File: src/rtl/uart_tx_scheduler_if.sv
// FIFO-side and UART-TX-side signals of the TX scheduler, bundled so the
// scheduler (master) and the FIFO/transmitter pair (slave) share one port.
interface uart_tx_scheduler_if #(
  parameter int DATA_WIDTH = 8
);
  logic                  FIFO_EMPTY;
  logic [DATA_WIDTH-1:0] FIFO_RD_DATA;
  logic                  FIFO_RD_INC;
  logic                  TX_BUSY;
  logic [DATA_WIDTH-1:0] TX_P_DATA;
  logic                  TX_DATA_VALID;

  modport master (
    input  FIFO_EMPTY, FIFO_RD_DATA, TX_BUSY,
    output FIFO_RD_INC, TX_P_DATA, TX_DATA_VALID
  );

  modport slave (
    output FIFO_EMPTY, FIFO_RD_DATA, TX_BUSY,
    input  FIFO_RD_INC, TX_P_DATA, TX_DATA_VALID
  );
endinterface

File: src/rtl/uart_tx_scheduler.sv
// Drains the TX FIFO into the UART transmitter one frame at a time, with an
// accept timeout, a configurable inter-frame gap and a wrapping frame counter.
module uart_tx_scheduler #(
  parameter int DATA_WIDTH = 8,
  parameter int GAP_WIDTH  = 4,
  parameter int CNT_WIDTH  = 8,
  parameter int TIMEOUT    = 16
) (
  input  logic                  UART_CLK,
  input  logic                  i_rst,
  input  logic                  EN,
  input  logic [GAP_WIDTH-1:0]  GAP_CFG,
  uart_tx_scheduler_if.master   bus,
  output logic [CNT_WIDTH-1:0]  FRAME_CNT,
  output logic                  ERR_TIMEOUT
);

  localparam int TIMER_W = (TIMEOUT > 2) ? $clog2(TIMEOUT) : 1;
  localparam logic [TIMER_W-1:0] TIMER_LAST = TIMER_W'((TIMEOUT > 0) ? TIMEOUT - 1 : 0);
  localparam bit TIMEOUT_EN = (TIMEOUT != 0);

  typedef enum logic [1:0] {
    IDLE,
    WAIT_BUSY,
    WAIT_DONE,
    GAP
  } state_t;

  state_t                state;
  logic                  busy_q;
  logic [TIMER_W-1:0]    timer;
  logic [GAP_WIDTH-1:0]  gap_cnt;
  logic [DATA_WIDTH-1:0] load_data;
  logic [GAP_WIDTH-1:0]  gap_load;
  logic                  rise;
  logic                  fall;

  assign load_data = bus.FIFO_RD_DATA;
  assign rise      = bus.TX_BUSY & ~busy_q;
  assign fall      = busy_q & ~bus.TX_BUSY;
  // A zero gap still waits one cycle so FIFO_EMPTY reflects the pop.
  assign gap_load  = (GAP_CFG == '0) ? GAP_WIDTH'(1) : GAP_CFG;

  // NOTE: every register, outputs included, is reset; a reset mid-frame must
  // leave no stale strobe or pop behind, and sequential state uses <= only.
  always_ff @(posedge UART_CLK or negedge i_rst) begin
    if (!i_rst) begin
      state             <= IDLE;
      busy_q            <= 1'b0;
      timer             <= '0;
      gap_cnt           <= '0;
      bus.TX_P_DATA     <= '0;
      bus.TX_DATA_VALID <= 1'b0;
      bus.FIFO_RD_INC   <= 1'b0;
      FRAME_CNT         <= '0;
      ERR_TIMEOUT       <= 1'b0;
    end else begin
      busy_q <= bus.TX_BUSY;
      case (state)
        IDLE: begin
          bus.FIFO_RD_INC <= 1'b0;
          if (EN && !bus.FIFO_EMPTY) begin
            bus.TX_P_DATA     <= load_data;
            bus.TX_DATA_VALID <= 1'b1;
            timer             <= '0;
            state             <= WAIT_BUSY;
          end
        end

        WAIT_BUSY: begin
          bus.TX_DATA_VALID <= 1'b0;
          if (rise) begin
            state <= WAIT_DONE;
          end else if (TIMEOUT_EN && timer == TIMER_LAST) begin
            // Transmitter never accepted: drop the word so the FIFO keeps moving.
            ERR_TIMEOUT     <= 1'b1;
            bus.FIFO_RD_INC <= 1'b1;
            gap_cnt         <= gap_load;
            state           <= GAP;
          end else begin
            timer <= timer + 1'b1;
          end
        end

        WAIT_DONE: begin
          if (fall) begin
            bus.FIFO_RD_INC <= 1'b1;
            FRAME_CNT       <= FRAME_CNT + 1'b1;
            gap_cnt         <= gap_load;
            state           <= GAP;
          end
        end

        GAP: begin
          bus.FIFO_RD_INC <= 1'b0;
          if (gap_cnt == GAP_WIDTH'(1)) begin
            state <= IDLE;
          end else begin
            gap_cnt <= gap_cnt - 1'b1;
          end
        end

        default: state <= IDLE;
      endcase
    end
  end

endmodule
File: src/flat_wrapper.sv
// flat-port wrapper written by rule: the top's interface ports become plain ports
module uart_tx_scheduler_flat 
#(
  parameter int DATA_WIDTH = 8,
  parameter int GAP_WIDTH  = 4,
  parameter int CNT_WIDTH  = 8,
  parameter int TIMEOUT    = 16
)
  (UART_CLK, i_rst, EN, GAP_CFG, FRAME_CNT, ERR_TIMEOUT, bus_FIFO_EMPTY, bus_FIFO_RD_DATA, bus_TX_BUSY, bus_FIFO_RD_INC, bus_TX_P_DATA, bus_TX_DATA_VALID);
  uart_tx_scheduler_if #(.DATA_WIDTH(DATA_WIDTH)) bus_i ();
  input  logic UART_CLK;
  input  logic i_rst;
  input  logic EN;
  input  logic [GAP_WIDTH-1:0] GAP_CFG;
  output logic [CNT_WIDTH-1:0] FRAME_CNT;
  output logic ERR_TIMEOUT;
  input wire logic [$bits(bus_i.FIFO_EMPTY)-1:0] bus_FIFO_EMPTY;
  input wire logic [$bits(bus_i.FIFO_RD_DATA)-1:0] bus_FIFO_RD_DATA;
  input wire logic [$bits(bus_i.TX_BUSY)-1:0] bus_TX_BUSY;
  output wire logic [$bits(bus_i.FIFO_RD_INC)-1:0] bus_FIFO_RD_INC;
  output wire logic [$bits(bus_i.TX_P_DATA)-1:0] bus_TX_P_DATA;
  output wire logic [$bits(bus_i.TX_DATA_VALID)-1:0] bus_TX_DATA_VALID;
  assign bus_i.FIFO_EMPTY = bus_FIFO_EMPTY;
  assign bus_i.FIFO_RD_DATA = bus_FIFO_RD_DATA;
  assign bus_i.TX_BUSY = bus_TX_BUSY;
  assign bus_FIFO_RD_INC = bus_i.FIFO_RD_INC;
  assign bus_TX_P_DATA = bus_i.TX_P_DATA;
  assign bus_TX_DATA_VALID = bus_i.TX_DATA_VALID;
  uart_tx_scheduler #(.DATA_WIDTH(DATA_WIDTH), .GAP_WIDTH(GAP_WIDTH), .CNT_WIDTH(CNT_WIDTH), .TIMEOUT(TIMEOUT)) u_core (.UART_CLK(UART_CLK), .i_rst(i_rst), .EN(EN), .GAP_CFG(GAP_CFG), .bus(bus_i), .FRAME_CNT(FRAME_CNT), .ERR_TIMEOUT(ERR_TIMEOUT));
endmodule
File: config.mk
export PLATFORM = sky130hd
export DESIGN_NAME = uart_tx_scheduler_flat
export DESIGN_NICKNAME = d
export VERILOG_FILES = /design/src/rtl/uart_tx_scheduler_if.sv /design/src/rtl/uart_tx_scheduler.sv /design/src/flat_wrapper.sv
export SDC_FILE = /design/constraint.sdc
export NUM_CORES = 1
export LEC_CHECK = 0
export CAP_MARGIN = 20
export CORE_AREA = 2 2 66 68
export DETAILED_ROUTE_END_ITERATION = 16
export DIE_AREA = 0 0 68 70
export PLACE_DENSITY = 0.66
export SLEW_MARGIN = 10
export SYNTH_ARGS = -nofsm -noshare
export SYNTH_HDL_FRONTEND = slang
export SYNTH_SLANG_ARGS = --single-unit
export TNS_END_PERCENT = 50
File: constraint.sdc
create_clock -name UART_CLK -period 1.9 [get_ports UART_CLK]
set_clock_uncertainty 0.1 [all_clocks]
set_input_delay 0.285 -clock UART_CLK [delete_from_list [all_inputs] [get_ports UART_CLK]]
set_output_delay 0.285 -clock UART_CLK [all_outputs]
set_load 0.02 [all_outputs]
After elaboration in Yosys (flattened, before gate mapping)
Index checks and enable logic that the tools add are counted.
Widths: inputs -> output; s select.
{ "totals": {"reg_bits": 30, "in_bits": 17, "wordCells": 67} }
{ "classes": {"eq_ne": 13, "n_mux": 22, "reduce_logical": 15, "addsub": 3, "bitwise": 5} }
{ "op_table": {"columns": ["operator", "n"], "rows": [
  ["$mux 4", 8],
  ["$pmux 4 s3", 1],
  ["$mux 2", 5],
  ["$add 8x1->8 const B", 1],
  ["$ne 2x1->1 const B", 4],
  ["$pmux 2 s4", 1],
  ["$pmux 4 s2", 1],
  ["$reduce_and 4->1", 2],
  ["$ne 2x2->1 const B", 3],
  ["$reduce_and 2->1", 3],
  ["$reduce_and 3->1", 2],
  ["$reduce_and 5->1", 1],
  ["$add 4x1->4 const B", 1],
  ["$eq 2x2->1 const B", 2],
  ["$eq 4x1->1 const B", 1],
  ["$eq 4x4->1 const B", 1],
  ["$logic_not 4->1", 1],
  ["$mux 1", 4],
  ["$sub 4x1->4 const B", 1],
  ["$ne 3x1->1 const B", 1],
  ["$not 1->1", 3],
  ["$pmux 1 s3", 1],
  ["$reduce_bool 3->1", 1],
  ["$and 1x1->1", 2],
  ["other kinds (7)", 7]
]} }

Logic depth before layout (Yosys ltp)
Gate-level depths: netlist of the first run.
{ "logic_depth": {"depth_word": 5, "ltp_mapped": 7} }

Worst setup path before layout of the first run
No wires, ideal clock.
{ "synth_timing": {"kind": "register to register", "startpoint": "reg u_core.state[0]", "endpoint": "reg u_core.timer[3]", "t_arrival_ps": 1712, "setup_ps": 77, "period_less_slack_ps": 1889, "stages_incl_launch_ff": 7, "slack_ps": 11, "required_ps": 1723, "n_path_buf": 0, "cell_sequence": "dfrtp_1 inv_1 ha_1 nand2b_1 a211o_1 or3_1 a21oi_1"} }
{ "synth_between": {"elab_chain_cells": 3, "elab_cells_between_ends": 8, "cone_classes": "eq/ne (4); mux (1); reduce/logical (3)"} }
{ "synth_rtl": {"columns": ["item", "line", "rtl"], "rows": [
  ["start, declared", "uart_tx_scheduler.sv:29", "state_t state;"],
  ["start signal, assigned", "uart_tx_scheduler.sv:48", "state <= IDLE;"],
  ["start signal, assigned", "uart_tx_scheduler.sv:66", "state <= WAIT_BUSY;"],
  ["start signal, assigned", "uart_tx_scheduler.sv:73", "state <= WAIT_DONE;"],
  ["$eq 2x1->1 or $logic_not 2->1 (tied branches)", "uart_tx_scheduler.sv:59", "case (state)"],
  ["$ne 2x2->1 (no source line), or another cell as far along", null, null],
  ["$reduce_and 4->1 (no source line)", null, null],
  ["end signal, assigned", "uart_tx_scheduler.sv:81", "timer <= timer + 1'b1;"],
  ["end, declared", "uart_tx_scheduler.sv:31", "logic [TIMER_W-1:0] timer;"]
]} }
Parallel ways exist; a longest one is shown, timed or not.
A chain may end at the register's enable or synchronous reset.

Worst setup path in the final report of the first run
Same ends and word-level chain as after synthesis.

==> flow_summary.toml, run 1 <==
[routing]
drcViolationCount = 0
dr.pass1.iters = 3
ant_nets = 0
vias_per_cell = 4.98
vias = 1221
drtIter0Drc = 28
wl_mm = 3.22
drt-wirelength-per-cell_microns = 13.1

[layout]
final_nets = 218
layout_common_cells = "clkdlybuf4s50_1, dfrtp_1, buf_4"
mostFrequentLayoutCell = "clkdlybuf4s50_1"
drive_gt1_share_pct = 20.2
n_antenna_cell = 0
final.fill_count = 375
area_growth_pct = 41.0

[clock_network]
cts_made_buffers = 5
clkLatencyLatePin_ns = 0.28
hold_buffers = 0
clock_path_buffers = 2
cts_sinks = 30
cts_max_level = 2
cts-root-buf = "clkbuf_8"
clk_pin_slew_ns = 0.06
cts_tree = "built"

[sta]
finalHoldViolCount = 0
finalCritPeriodShare_pct = 97.1
tightest_slew_ns = 0.376
fmax_mhz = 542
maxSlewViolCount = 0
rsz0062_at_grt = "true"
finalSetupTns_ns = 0
setup_viol = 0
finalCriticalPeriod_ns = 1.84
max_slew_margin_pct = 74.9

[setup_path]
startpoint_type = "register"
setup.worst_path.class = "register to register"
crit_fanout = 4
worstPathRequired_ns = 2.01
cp-end-kind = "register"
arrival_ns = 1.95

[pwr]
power_density_nw_per_um2 = 1530
p_seq_share_pct = 33.2
vdd_ir_drop_max_mv = 1.02
clkPwrFrac_pct = 16.0
p_total_w = 0.00327
p_leak_nw = 0.939
p_int_w = 0.00206
netSwitchingPower_w = 0.00122
combPwrFrac_pct = 50.8
p_sw_share_pct = 37.2

[floorplanning]
start_util_pct = 36.6
die_area_sq_um = 4760
core_area_sq_um = 4140
ios = 36
die_h_microns = 70
dieWidth_microns = 68
rows = 24

[yosys]
syn_avg_cell_area_sq_um = 11.1
yosys_register_bits = 30
synth.cell_area_sq_um = 1520
syn_inst = 137
synth.distinct_cells = 33
syn_nets = 163
synth-warning-count = 0
synth-seq-area-share_pct = 49.5

[global_routing]
grt_pass1_vias = 1295
grt_overflow_total = 0
grt_max_degree = 31
grt_pass1_wl_mm = 5.84
antenna_found_initial = 0
grtUsageTotal_pct = 16.1

[place]
numPortBuffers = 35
dpl.hpwl_mm = 2.48
gp_congestion = 0.817

[hold_path]
hold_path_class = "primary input to asynchronous set/reset pin"

[job]
maxCapViolCount = 0

[outcome]
outcome = "complete, no violations"
-- per-layer routing --
| metal | global-route usage, % | part of all wire (%) | wire length [microns] | vias up |
|---|---|---|---|---|
| met5 | 0 | 0 | 0 | - |
| met4 | 5.33 | 1.6 | 51 | 0 |
| met3 | 5.31 | 5.0 | 162 | 6 |
| met2 | 26.1 | 49 | 1580 | 23 |
| met1 | 19.8 | 44 | 1420 | 590 |
| li1 | - | - | - | 602 |
-- through the flow --
stage / utilization, % / setup WS (ns) / hold WS [ns] / instances / cell area (sq um)
4_1_cts: 51.4 / 0.00364 / 0.311 / 245 / 2130
3_3_place_gp: 49.2 / -0.0144 / 0.361 / 237 / 2040
3_5_place_dp: 49.2 / -0.0226 / 0.367 / 237 / 2040
5_1_grt: 51.5 / -0.00747 / 0.331 / 245 / 2140
2_1_floorplan: - / 0.0109 / -0.111 / 137 / 1520
6_report: 51.5 / 0.0551 / 0.298 / 245 / 2140
-- sequential cells by signal, indices dropped and copies added (netlist names) --
| signal | count |
|---|---|
| u_core.FRAME_CNT | 8 |
| u_core.gap_cnt | 4 |
| u_core.bus.FIFO_RD_INC | 1 |
| u_core.bus.TX_P_DATA | 8 |
| u_core.timer | 4 |
| u_core.bus.TX_DATA_VALID | 1 |
| u_core.busy_q | 1 |
| u_core.ERR_TIMEOUT | 1 |
| u_core.state | 2 |
-- power by group through the flow --
stage | sequential (W) | combinational [W] | clock [W]
6_report | 0.00109 | 0.00166 | 0.000525
3_5_place_dp | 0.00110 | 0.00166 | 0
3_3_place_gp | 0.00108 | 0.00161 | 0
4_1_cts | 0.00109 | 0.00167 | 0.000539
5_1_grt | 0.00113 | 0.00185 | 0.000576
2_1_floorplan | 0.00125 | 0.000772 | 0
-- worst paths after layout --
check | from | end | slack (ns) | cells after the start
setup / recovery | u_core.state[0] | u_core.timer[3] | 0.06 | 6
hold / removal | i_rst | u_core.timer[1] | 0.30 | 2
setup reg to reg | u_core.state[0] | u_core.timer[3] | 0.06 | 6
hold reg to reg | u_core.ERR_TIMEOUT | u_core.ERR_TIMEOUT | 0.37 | 1
max in group asynchronous | i_rst | u_core.FRAME_CNT[2] | 1.12 | 2
min in group UART_CLK | u_core.ERR_TIMEOUT | u_core.ERR_TIMEOUT | 0.37 | 1
-- repair_timing --
item | in CTS | in global routing
buffers inserted | 0 | 0
setup endpoints to repair | 0 | 2
resized for setup | 0 | 3
-- area by class of cell --
cell class / count / area (sq um) / area share [%]
clock buffer: 7 / 86.3 / 4.04
timing repair buffer: 51 / 470 / 22.0
sequential: 30 / 751 / 35.1
multi-input combinational: 99 / 739 / 34.6
clock inverter: 1 / 5.00 / 0.234
inverter: 5 / 18.8 / 0.879
tap: 52 / 65.1 / 3.05
-- Yosys cell counts --
master,count,area (sq um)
o2111a_1,1,11.3
a22oi_1,1,7.51
nor3b_1,1,7.51
o21ai_0,9,45.0
a211o_1,1,8.76
nor2_1,3,11.3
mux2_2,12,135
nand2_2,1,6.26
o21bai_1,1,7.51
clkbuf_1,3,11.3
nand2_1,7,26.3
nand3b_1,1,7.51
nand2b_1,8,50.1
nor2b_1,2,12.5
a221oi_2,1,15.0
xnor2_1,5,43.8
ha_1,9,113
nor3_1,5,25.0
nor4_1,1,6.26
dfrtp_1,30,751
xor2_1,2,17.5
or3_1,1,6.26
o211ai_1,2,15.0
and3_1,1,6.26
o311a_1,1,10.0
and4_1,2,17.5
inv_1,5,18.8
a31oi_1,2,12.5
mux2i_1,1,10.0
a21oi_1,7,35.0
nand4_1,2,12.5
nand3_1,7,35.0
and3b_1,2,17.5
-- kinds of logic (layout without fill, tap and decap cells) --
kind of cell	Yosys count	count (layout)	synth area share, %
simple gates	44	44	16.4
flops	30	30	49.5
compound gates	26	26	11.1
mux	13	13	9.58
fa+ha+maj	9	9	7.43
buf+inv	8	64	1.98
xor+xnor	7	7	4.05
-- critical path: stages, from the launching register on --
cell and delay (ns):
dfrtp_1 0.40, inv_1 0.09, ha_2 0.22, nand2b_1 0.16
a211o_1 0.31, or3_1 0.35, a21oi_1 0.14
No activity file was read; power rests on OpenSTA's default activity.
==> inputs of run 2 (changes only) <==
Settings changed: CTS_BUF_LIST set to sky130_fd_sc_hd__clkbuf_8.
Clock period 1.9 ns to 1.6 ns, I/O delays scaled along.
==> run 2 against run 1 <==
The run now ends with setup timing left. Sequential cell count did not move. Cell count increased by 5.7%. Sequential share of layout area fell by 2.8 points. Fmax increased by 5.8%. Setup slack lost 0.20 ns. Non-clock buffer count grew 14. Utilization rose by 4.6 points. First-iteration DRC count increased by 120%. Global-route usage barely moved. Clock power grew 21%. Critical path type unchanged.
==> flow_summary.toml, run 2 (same netlist as run 1, synthesis figures left out) <==
[clock_network]
clk_pin_slew_ns = 0.07
clkLatencyLatePin_ns = 0.28
cts-root-buf = "clkbuf_8"
cts_tree = "built"
cts_sinks = 30
clock_path_buffers = 2
hold_buffers = 0
cts_max_level = 2
cts_made_buffers = 5

[routing]
wl_mm = 3.53
dr.pass1.iters = 4
drcViolationCount = 0
vias_per_cell = 5.10
ant_nets = 0
drtIter0Drc = 61
drt-wirelength-per-cell_microns = 13.6
vias = 1322

[setup_path]
cp_top_family = "simple AND/OR/NAND/NOR gates"
cp-end-kind = "register"
arrival_ns = 1.85
crit_chain = "ha_1 > and4_1 > a211o_1 > or3_1 > a21oi_1"
setup.worst_path.class = "register to register"
max_stage_delay_ns = 0.45
startpoint_type = "register"
crit_buf_inv = 0
cpMaxStageDelayCell = "dfrtp_2"
worstPathRequired_ns = 1.71
crit_fanout = 4

[layout]
n_antenna_cell = 0
final_nets = 232
final.fill_count = 351
top_regs = "u_core.FRAME_CNT x8, u_core.bus.TX_P_DATA x8"
drive_gt1_share_pct = 32.4
mostFrequentLayoutCell = "buf_4"
layout_common_cells = "buf_4, dfrtp_1, clkdlybuf4s50_1"
fin_cells = 259
area_growth_pct = 53.4

[global_routing]
grtUsageTotal_pct = 16.1
grt_overflow_total = 0
grt_pass1_vias = 1315
antenna_found_initial = 0
grt_max_degree = 31
grt_pass1_wl_mm = 5.77

[sta]
layout_setup_ws_ns = -0.144
fmax_mhz = 573
maxSlewViolCount = 0
setup_viol = 17
finalSetupTns_ns = -1.55
finalHoldViolCount = 0
finalCriticalPeriod_ns = 1.74
finalCritPeriodShare_pct = 109
tightest_slew_ns = 0.383
hold_ws_ns = 0.255
rsz0062_at_grt = "true"
max_slew_margin_pct = 74.4

[outcome]
outcome = "complete, but fails checks"
failed_checks = "setup timing"

[pwr]
p_int_w = 0.00261
clkPwrFrac_pct = 15.2
combPwrFrac_pct = 53.9
p_leak_nw = 1.15
p_total_w = 0.00419
p_seq_share_pct = 30.9
vdd_ir_drop_max_mv = 0.786
p_sw_share_pct = 37.6
power_density_nw_per_um2 = 1800
netSwitchingPower_w = 0.00158

[floorplanning]
core_area_sq_um = 4140
die_area_sq_um = 4760
dieWidth_microns = 68
start_util_pct = 36.6
ios = 36
die_h_microns = 70
rows = 24

[job]
maxCapViolCount = 0

[place]
dpl_worst_slack_ns = -0.351
gp_congestion = 0.842
numPortBuffers = 35
dpl.hpwl_mm = 2.55
place_inst = 247

[hold_path]
hold_path_class = "primary input to asynchronous set/reset pin"
run 2: cell types whose count changed in the layout (fill, tap and decap cells not counted), sizes merged:
cell,previous run,this run
dlymetal6s2s,0,10
buf,16,30
clkinvlp,0,1
dlygate4sd2,0,9
clkbuf,7,6
clkdlybuf4s50,35,16
run 2: final timing paths:
check | from | end | slack, ns | cells after the start
max | u_core.state[0] | u_core.timer[3] | -0.14 | 5
min | i_rst | u_core.FRAME_CNT[6] | 0.26 | 2
max reg2reg | u_core.state[0] | u_core.timer[3] | -0.14 | 5
min reg2reg | u_core.FRAME_CNT[7] | u_core.FRAME_CNT[7] | 0.38 | 1
max in group asynchronous | i_rst | u_core.state[0] | 0.85 | 2
min in group UART_CLK | u_core.FRAME_CNT[7] | u_core.FRAME_CNT[7] | 0.38 | 1
run 2: power groups by stage:
stage	Clock (W)	Sequential, W	Combinational (W)
after global placement	0	0.00127	0.00209
after global routing	0.000690	0.00133	0.00248
after floorplan	0	0.00149	0.000963
final	0.000637	0.00129	0.00226
after detailed placement	0	0.00129	0.00215
after CTS	0.000663	0.00129	0.00221
run 2: what timing repair did:
action / 4_1_cts / 5_1_grt
setup buffers: 3 / 1
gates resized for setup: 19 / 14
setup endpoints to repair: 27 / 37
pin swaps: 3 / 4
run 2: cell type report:
class	count	area (sq um)	share of cell area [%]
Timing Repair Buffer	65	589	25.3
Multi-Input combinational cell	99	805	34.6
Inverter	5	18.8	0.807
Tap cell	52	65.1	2.80
Clock buffer	6	82.6	3.55
Clock inverter	2	12.5	0.538
Sequential cell	30	752	32.3
run 2: stage by stage:
stage | util [%] | area (sq um)
2_1_floorplan | - | 1540
3_3_place_gp | 51.6 | 2140
3_5_place_dp | 51.6 | 2140
4_1_cts | 54.7 | 2270
5_1_grt | 56.1 | 2320
6_report | 56.1 | 2320
run 2: routing by layer:
layer  wire length [microns]  GRT usage, %
met1                    1410          18.8
met5                       0             0
met4                      46          6.00
met2                    1880          26.4
met3                     194          5.96
run 2: worst reg2reg max path: cells and delay by family (launching register included):
family | cells | cell delay (ns)
AO/OA/AOI/OAI | 2 | 0.42
adder cells (fa/ha/maj) | 1 | 0.23
AND/OR/NAND/NOR | 2 | 0.48
flip-flops | 1 | 0.45
